`config.mk`:
```
export PLATFORM = sky130hd
export DESIGN_NAME = pipeline_stage_reg
export DESIGN_NICKNAME = d
export VERILOG_FILES = /design/src/rtl/pipeline_stage_reg.sv
export SDC_FILE = /design/constraint.sdc
export NUM_CORES = 1
export LEC_CHECK = 0
export ABC_AREA = 0
export CAP_MARGIN = 20
export CORE_MARGIN = 10
export CORE_UTILIZATION = 24
export CTS_CLUSTER_SIZE = 40
export DETAILED_ROUTE_END_ITERATION = 6
export REMOVE_ABC_BUFFERS = 1
export SLEW_MARGIN = 0
export SYNTH_ARGS = -nofsm -noshare
export SYNTH_HDL_FRONTEND = slang
export SYNTH_SLANG_ARGS = --single-unit
export TNS_END_PERCENT = 50
```
`constraint.sdc`:
```
create_clock -name clk -period 4.7 [get_ports clk]
set_clock_uncertainty 0.15 [all_clocks]
set_input_delay 0.705 -clock clk [delete_from_list [all_inputs] [get_ports clk]]
set_output_delay 0.705 -clock clk [all_outputs]
set_load 0.01 [all_outputs]
```
`src/rtl/pipeline_stage_reg.sv`:
```
// Inter-stage pipeline register: control bundle plus LANES data words, 2-entry skid buffer, flush bubble.
// Optional stall counter port (stall_cnt, CNT_W) is built when PIPE_STAGE_STALL_CNT_EN is defined.
module pipeline_stage_reg #(
    parameter int CTRL_W    = 8,
    parameter int DATA_W    = 32,
    parameter int LANES     = 3,
    parameter int GATE_CTRL = 1
`ifdef PIPE_STAGE_STALL_CNT_EN
    ,
    parameter int CNT_W     = 16
`endif
) (
    input  logic                    clk,
    input  logic                    reset_n,
    input  logic                    flush,
    input  logic                    in_valid,
    output logic                    in_ready,
    input  logic [CTRL_W-1:0]       in_ctrl,
    input  logic [LANES*DATA_W-1:0] in_data,
    output logic                    out_valid,
    input  logic                    out_ready,
    output logic [CTRL_W-1:0]       out_ctrl,
    output logic [LANES*DATA_W-1:0] out_data
`ifdef PIPE_STAGE_STALL_CNT_EN
    ,
    output logic [CNT_W-1:0]        stall_cnt
`endif
);

    localparam int DW = LANES * DATA_W;

    logic              main_valid;
    logic              skid_valid;
    logic [CTRL_W-1:0] main_ctrl;
    logic [CTRL_W-1:0] skid_ctrl;
    logic [DW-1:0]     main_data;
    logic [DW-1:0]     skid_data;
    logic              acc;
    logic              drn;

    // Handshake: a beat moves on an edge where valid and ready are both high on that side.
    // in_ready depends only on the skid register, so there is no ready path from out_ready to in_ready.
    assign in_ready  = !skid_valid;
    assign acc       = in_valid && in_ready;
    assign drn       = main_valid && out_ready;
    assign out_valid = main_valid;
    assign out_data  = main_data;
    assign out_ctrl  = (GATE_CTRL != 0 && !main_valid) ? '0 : main_ctrl;

    always_ff @(posedge clk or negedge reset_n) begin
        if (!reset_n) begin
            main_valid <= 1'b0;
            skid_valid <= 1'b0;
            main_ctrl  <= '0;
            skid_ctrl  <= '0;
            main_data  <= '0;
            skid_data  <= '0;
        end else if (flush) begin
            // Bubble: control is zeroed so a killed beat can never leak write enables; data holds.
            main_valid <= 1'b0;
            skid_valid <= 1'b0;
            main_ctrl  <= '0;
            skid_ctrl  <= '0;
        end else if (!main_valid || drn) begin
            if (skid_valid) begin
                main_ctrl  <= skid_ctrl;
                main_data  <= skid_data;
                skid_valid <= 1'b0;
            end else if (acc) begin
                main_ctrl  <= in_ctrl;
                main_data  <= in_data;
                main_valid <= 1'b1;
            end else begin
                main_valid <= 1'b0;
            end
        end else if (acc) begin
            skid_ctrl  <= in_ctrl;
            skid_data  <= in_data;
            skid_valid <= 1'b1;
        end
    end

`ifdef PIPE_STAGE_STALL_CNT_EN
    // Saturating count of stalled cycles; deliberately survives flush.
    always_ff @(posedge clk or negedge reset_n) begin
        if (!reset_n) begin
            stall_cnt <= '0;
        end else if (main_valid && !out_ready && stall_cnt != '1) begin
            stall_cnt <= stall_cnt + CNT_W'(1);
        end
    end
`endif

endmodule

```
# Word-level counts from Yosys, hierarchy flattened
# Index checks and enable logic that the tools add are counted.
# W data, S select, Z words.
# word_totals
latchBits,0
elab_cells,41
mem_bits_rw,0
mem_bits_ro,0
regBits,210
output_inout_bits,106
memories,0
in_bits,109
# classes
order_cmp,0
shift,0
n_eq_ne,2
div_mod_pow,0
muxes,16
add_sub_neg,0
n_bitwise,2
reduce_logical,15
mul,0
# op_table
cell,n
$mux W96,2
$mux W8,7
$mux W1,7
$reduce_and A2 Y1,3
$reduce_and A3 Y1,2
$reduce_bool A2 Y1,3
$reduce_bool A3 Y1,2
$ne A2 B2 Y1 const B,2
$logic_and A1 B1 Y1,2
$logic_not A1 Y1,2
$not A1 Y1,2
$logic_or A1 B1 Y1,1

# Depth between registers and ports, before layout
# depth
ltp_word,6
mapped_depth,6
depth_no_buf,3

# Worst setup path after synthesis
# OpenSTA, ideal clock, no wires.
# synth_timing
path_kind,input port to flip-flop
from,input flush
to,register main_data[41] (netlist: out_data[41])
setup_ns,0.125
required_ns,4.425
n_path_buf,3
cell_stages,5
arrival_time_ns,1.778
slack_ns,2.647
path_cell_list,buf_2 > nor3_4 > buf_4 > buf_6 > mux2_2
# synth_between
elab_chain_cells,2
# synth_lines
item,line,rtl
from (decl),15,"input logic flush,"
$not A1 Y1 (no line),n/a,
$reduce_and A3 Y1 (no line),n/a,
to (signal assigned),67,main_data <= skid_data;
to (signal assigned),71,main_data <= in_data;
to (decl),36,logic [DW-1:0] main_data;
# Every way passes these cells.
# A chain may end at the register's enable or synchronous reset.

# Worst setup path after layout
# layout_timing
from,register skid_valid
to,output in_ready
# layout_between
elab_chain_cells,1
# layout_lines
item,line,rtl
from (decl),33,logic skid_valid;
from (signal assigned),53,skid_valid <= 1'b0;
from (signal assigned),61,skid_valid <= 1'b0;
from (signal assigned),68,skid_valid <= 1'b0;
$logic_not A1 Y1,43,assign in_ready = !skid_valid;
to (decl),17,"output logic in_ready,"
# Every way passes these cells.

==> results by group <==
Drt
  – Wire length per cell after detailed routing: 17.1 um
  – Vias per inst: 4.17
  – Number of DRC violations after detailed-routing iteration 0: 213
  – Number of nets with antenna violations after detailed routing: 0
  – Residual DRC: 0
  – Number of search-and-repair iterations in the first detailed-routing pass: 4
  – Total Routed Length: 22.6 mm
  – Total via count after detailed routing: 5523

STA
  – Total negative slack for setup checks: 0 ns
  – Number of slew-limit violations in the final report: 0
  – Setup WS post-layout: 1.67 ns
  – Setup repair after global routing missed its margin: no
  – Top achievable clock speed: 330 MHz
  – Rel. slew slack: 31.8%
  – Final period demand of the worst path: 3.03 ns
  – Hold WS: 0.0314 ns
  – Portion of the clock cycle consumed by the worst path in the final layout: 64.6%
  – Final Setup Violations: 0
  – Tightest Pin Transition: 1.02 ns
  – Final number of hold-violating endpoints: 0

Worst setup path
  – Worst-path maximum fanout: 52
  – Depth of the worst register-to-register path: 4
  – Last element of the critical path: in_ready
  – Setup crit start: skid_valid
  – Crit start category: flop
  – Data arrival, critical path: 2.18 ns
  – Launch point of the worst reg-to-reg path: skid_valid
  – Capture point of the worst reg-to-reg path: out_data[57]
  – Slowest Stage Delay on Critical Path: 0.98 ns
  – Highest-delay cell along the critical path: dfrtp_4
  – Data required time at the worst endpoint: 3.85 ns
  – Worst-case register-to-register setup slack: 2.05 ns
  – Crit-path cells: inv_1, clkdlybuf4s50_1
  – Crit path capture type: output port
  – Kind of critical path: reg2out

Synth
  – Count of flip-flops with a built-in enable after synthesis: 0
  – Leading cell types by total area after synthesis: dfrtp_1 (57%), mux2_2 (28%), mux2_1 (7.4%)
  – Top FF cell, synth: dfrtp_1
  – Library cell with the largest summed area after synthesis: dfrtp_1
  – Most numerous cell in the Yosys netlist: mux2_2
  – YS warnings: 0
  – Number of synthesized register bits: 210
  – Library cells used by synthesis: 26
  – Cell area after synthesis: 9160 um2
  – Synthesized netlist cell count: 583
  – Most numerous cell types in the synthesized netlist: mux2_2 (228), dfrtp_1 (210), mux2_1 (60)
  – Top cell type's share of synthesized area: 57.4%
  – Portion of the post-synthesis area used by sequential elements: 57.4%
  – Asr flop ratio synth: 100%
  – Mean instance size in the synthesized netlist: 15.7 um2

Global routing
  – Total grt overflow: 0
  – Total global routing track utilization: 9.55%
  – Wire length of the first global-routing pass: 35.7 mm
  – Largest net degree at the start of global routing: 85
  – Number of global-route vias before repair: 5979
  – Number of antenna violations at the first check in global routing: 3

Layout
  – Layout cell share with drive strength beyond 1: 34.6%
  – Multi-input logic area: 3630 um2
  – # diodes: 0
  – Number of nets in the layout: 906
  – P&R area growth vs syn: 38.0%
  – Fill cell instance count of the final layout: 3765
  – Post-route insts no fill: 1323
  – Sequential Area: 5260 um2

Pwr
  – Clock group share of total power: 36.4%
  – Static power due to leakage: 5.10 nW
  – Relative contribution of sequential cells to total power: 44.4%
  – Comb power frac: 19.2%
  – Cell Int Power: 4.04 mW
  – Switching power as a share of total power: 24.3%
  – Maximum vdd ir drop: 0.000281 V
  – P_sw: 1.30 mW
  – Post-layout power: 5.33 mW
  – Power density of the placed cells: 422 nW/um2

Floorplan
  – Floorplan die area: 46400 um2
  – Io pins: 215
  – Placeable core region: 37700 um2
  – Row count: 71
  – Height of the chip: 215 um
  – Horiz. Die Dim: 215 um
  – Initial Utilization: 24.3%

Placed design
  – Detailed-placement wirelength estimate: 15.3 mm
  – GPL Wtd Cong: 0.676
  – Buffers added on ports: 214
  – Cell count after placement: 1280
  – Worst-case setup slack after placement: 1.73 ns

Clock network
  – Root Buffer: clkbuf_16
  – Clock net sink count: 210
  – TritonCTS clock tree: built
  – Number of levels the H-tree was split into: 1
  – Post-CTS sizing: 0
  – Number of buffers added by the clock tree synthesis step: 26
  – Maximum clock path buffer count: 3
  – Clock insertion delay at the later pin of the skew report: 0.52 ns
  – Number of buffers added for setup after CTS: 0
  – Clk slew on worst S/H paths: 0.06 ns
  – Number of buffers inserted by hold repair at cts: 0

Hold path
  – Worst hold path type: in2async

Status
  – Run status: completed

Flow run
  – Max-capacitance violation count: 0
[layer usage]
layer / vias up / wire length (um) / global-route usage [%]
li1: 2532 / - / -
met1: 2805 / 9980 / 11.9
met2: 145 / 10200 / 14.9
met3: 35 / 1880 / 4.26
met4: 6 / 463 / 2.11
met5: - / 40 / 0
[power groups by stage]
stage               sequential, mW  clock [mW]  combinational (mW)
global route                  2.42        2.09                1.11
CTS                           2.37        2.02                1.05
finish                        2.37        1.94                1.02
global placement              2.39           0                1.03
detailed placement            2.40           0                1.05
floorplan                     2.43           0               0.408
[cell families after synthesis]
logic type	after synthesis	synth area share (%)
buffers and inverters	39	2.96
AO/OA/AOI/OAI	20	1.79
flip-flops	210	57.4
multiplexers	296	36.3
AND/OR/NAND/NOR	18	1.60
[layout by cell type (no fill, tap or decap)]
cell type          n
a21o_1             2
a21oi_1            1
a22o_1             8
a31oi_1            1
and2_1             8
buf_12             5
buf_4              4
buf_8              1
bufinv_16          2
clkbuf_1           7
clkbuf_16         27
clkbuf_8           3
clkdlybuf4s50_1  213
clkinv_2           4
dfrtp_1          209
dfrtp_4            1
inv_1              2
mux2_1            60
mux2_2           228
mux2i_1            8
nand2b_1           1
nand2b_4           1
nor2_4             1
nor2b_2            1
nor3_1             1
nor3_4             2
nor4_1             2
o21ai_0            1
o21ba_2            1
o2bb2ai_1          6
or3_1              1
[layout make-up]
| class | instances | area share (%) |
|---|---|---|
| tap | 511 | 5.06 |
| sequential | 210 | 41.6 |
| timing repair buffer | 223 | 18.0 |
| clock inverter | 6 | 0.634 |
| inverter | 2 | 0.0594 |
| clock buffer | 37 | 5.88 |
| multi-input combinational | 334 | 28.7 |
[worst min-delay path by stage]
stage                     slack, ns             to          from  depth (start not counted)
after global placement         0.31   main_ctrl[6]  main_ctrl[6]                          1
after floorplan                0.26   main_ctrl[0]       reset_n                          0
after detailed placement       0.31   main_ctrl[6]  main_ctrl[6]                          1
final                          0.03  skid_data[46]       reset_n                          1
after global routing           0.06  skid_data[45]       reset_n                          1
after CTS                      0.03  skid_data[46]       reset_n                          1
[sequential cells by signal, indices dropped and copies added, names as in the netlist]
| register | cells |
|---|---|
| out_data | 96 |
| out_valid | 1 |
| skid_valid | 1 |
| skid_ctrl | 8 |
| skid_data | 96 |
| main_ctrl | 8 |
[critical path: cells and delay by family (launching register included)]
family   cells  cell delay [ns]
buf+inv      2             0.67
flops        1             0.98
[through the flow]
| step | utilization, % | cell area [um2] |
|---|---|---|
| floorplan | - | 8900 |
| global placement | 31.4 | 11800 |
| detailed placement | 31.4 | 11800 |
| CTS | 33.6 | 12600 |
| global route | 33.6 | 12600 |
| finish | 33.6 | 12600 |
No activity file was read; power rests on OpenSTA's default activity.
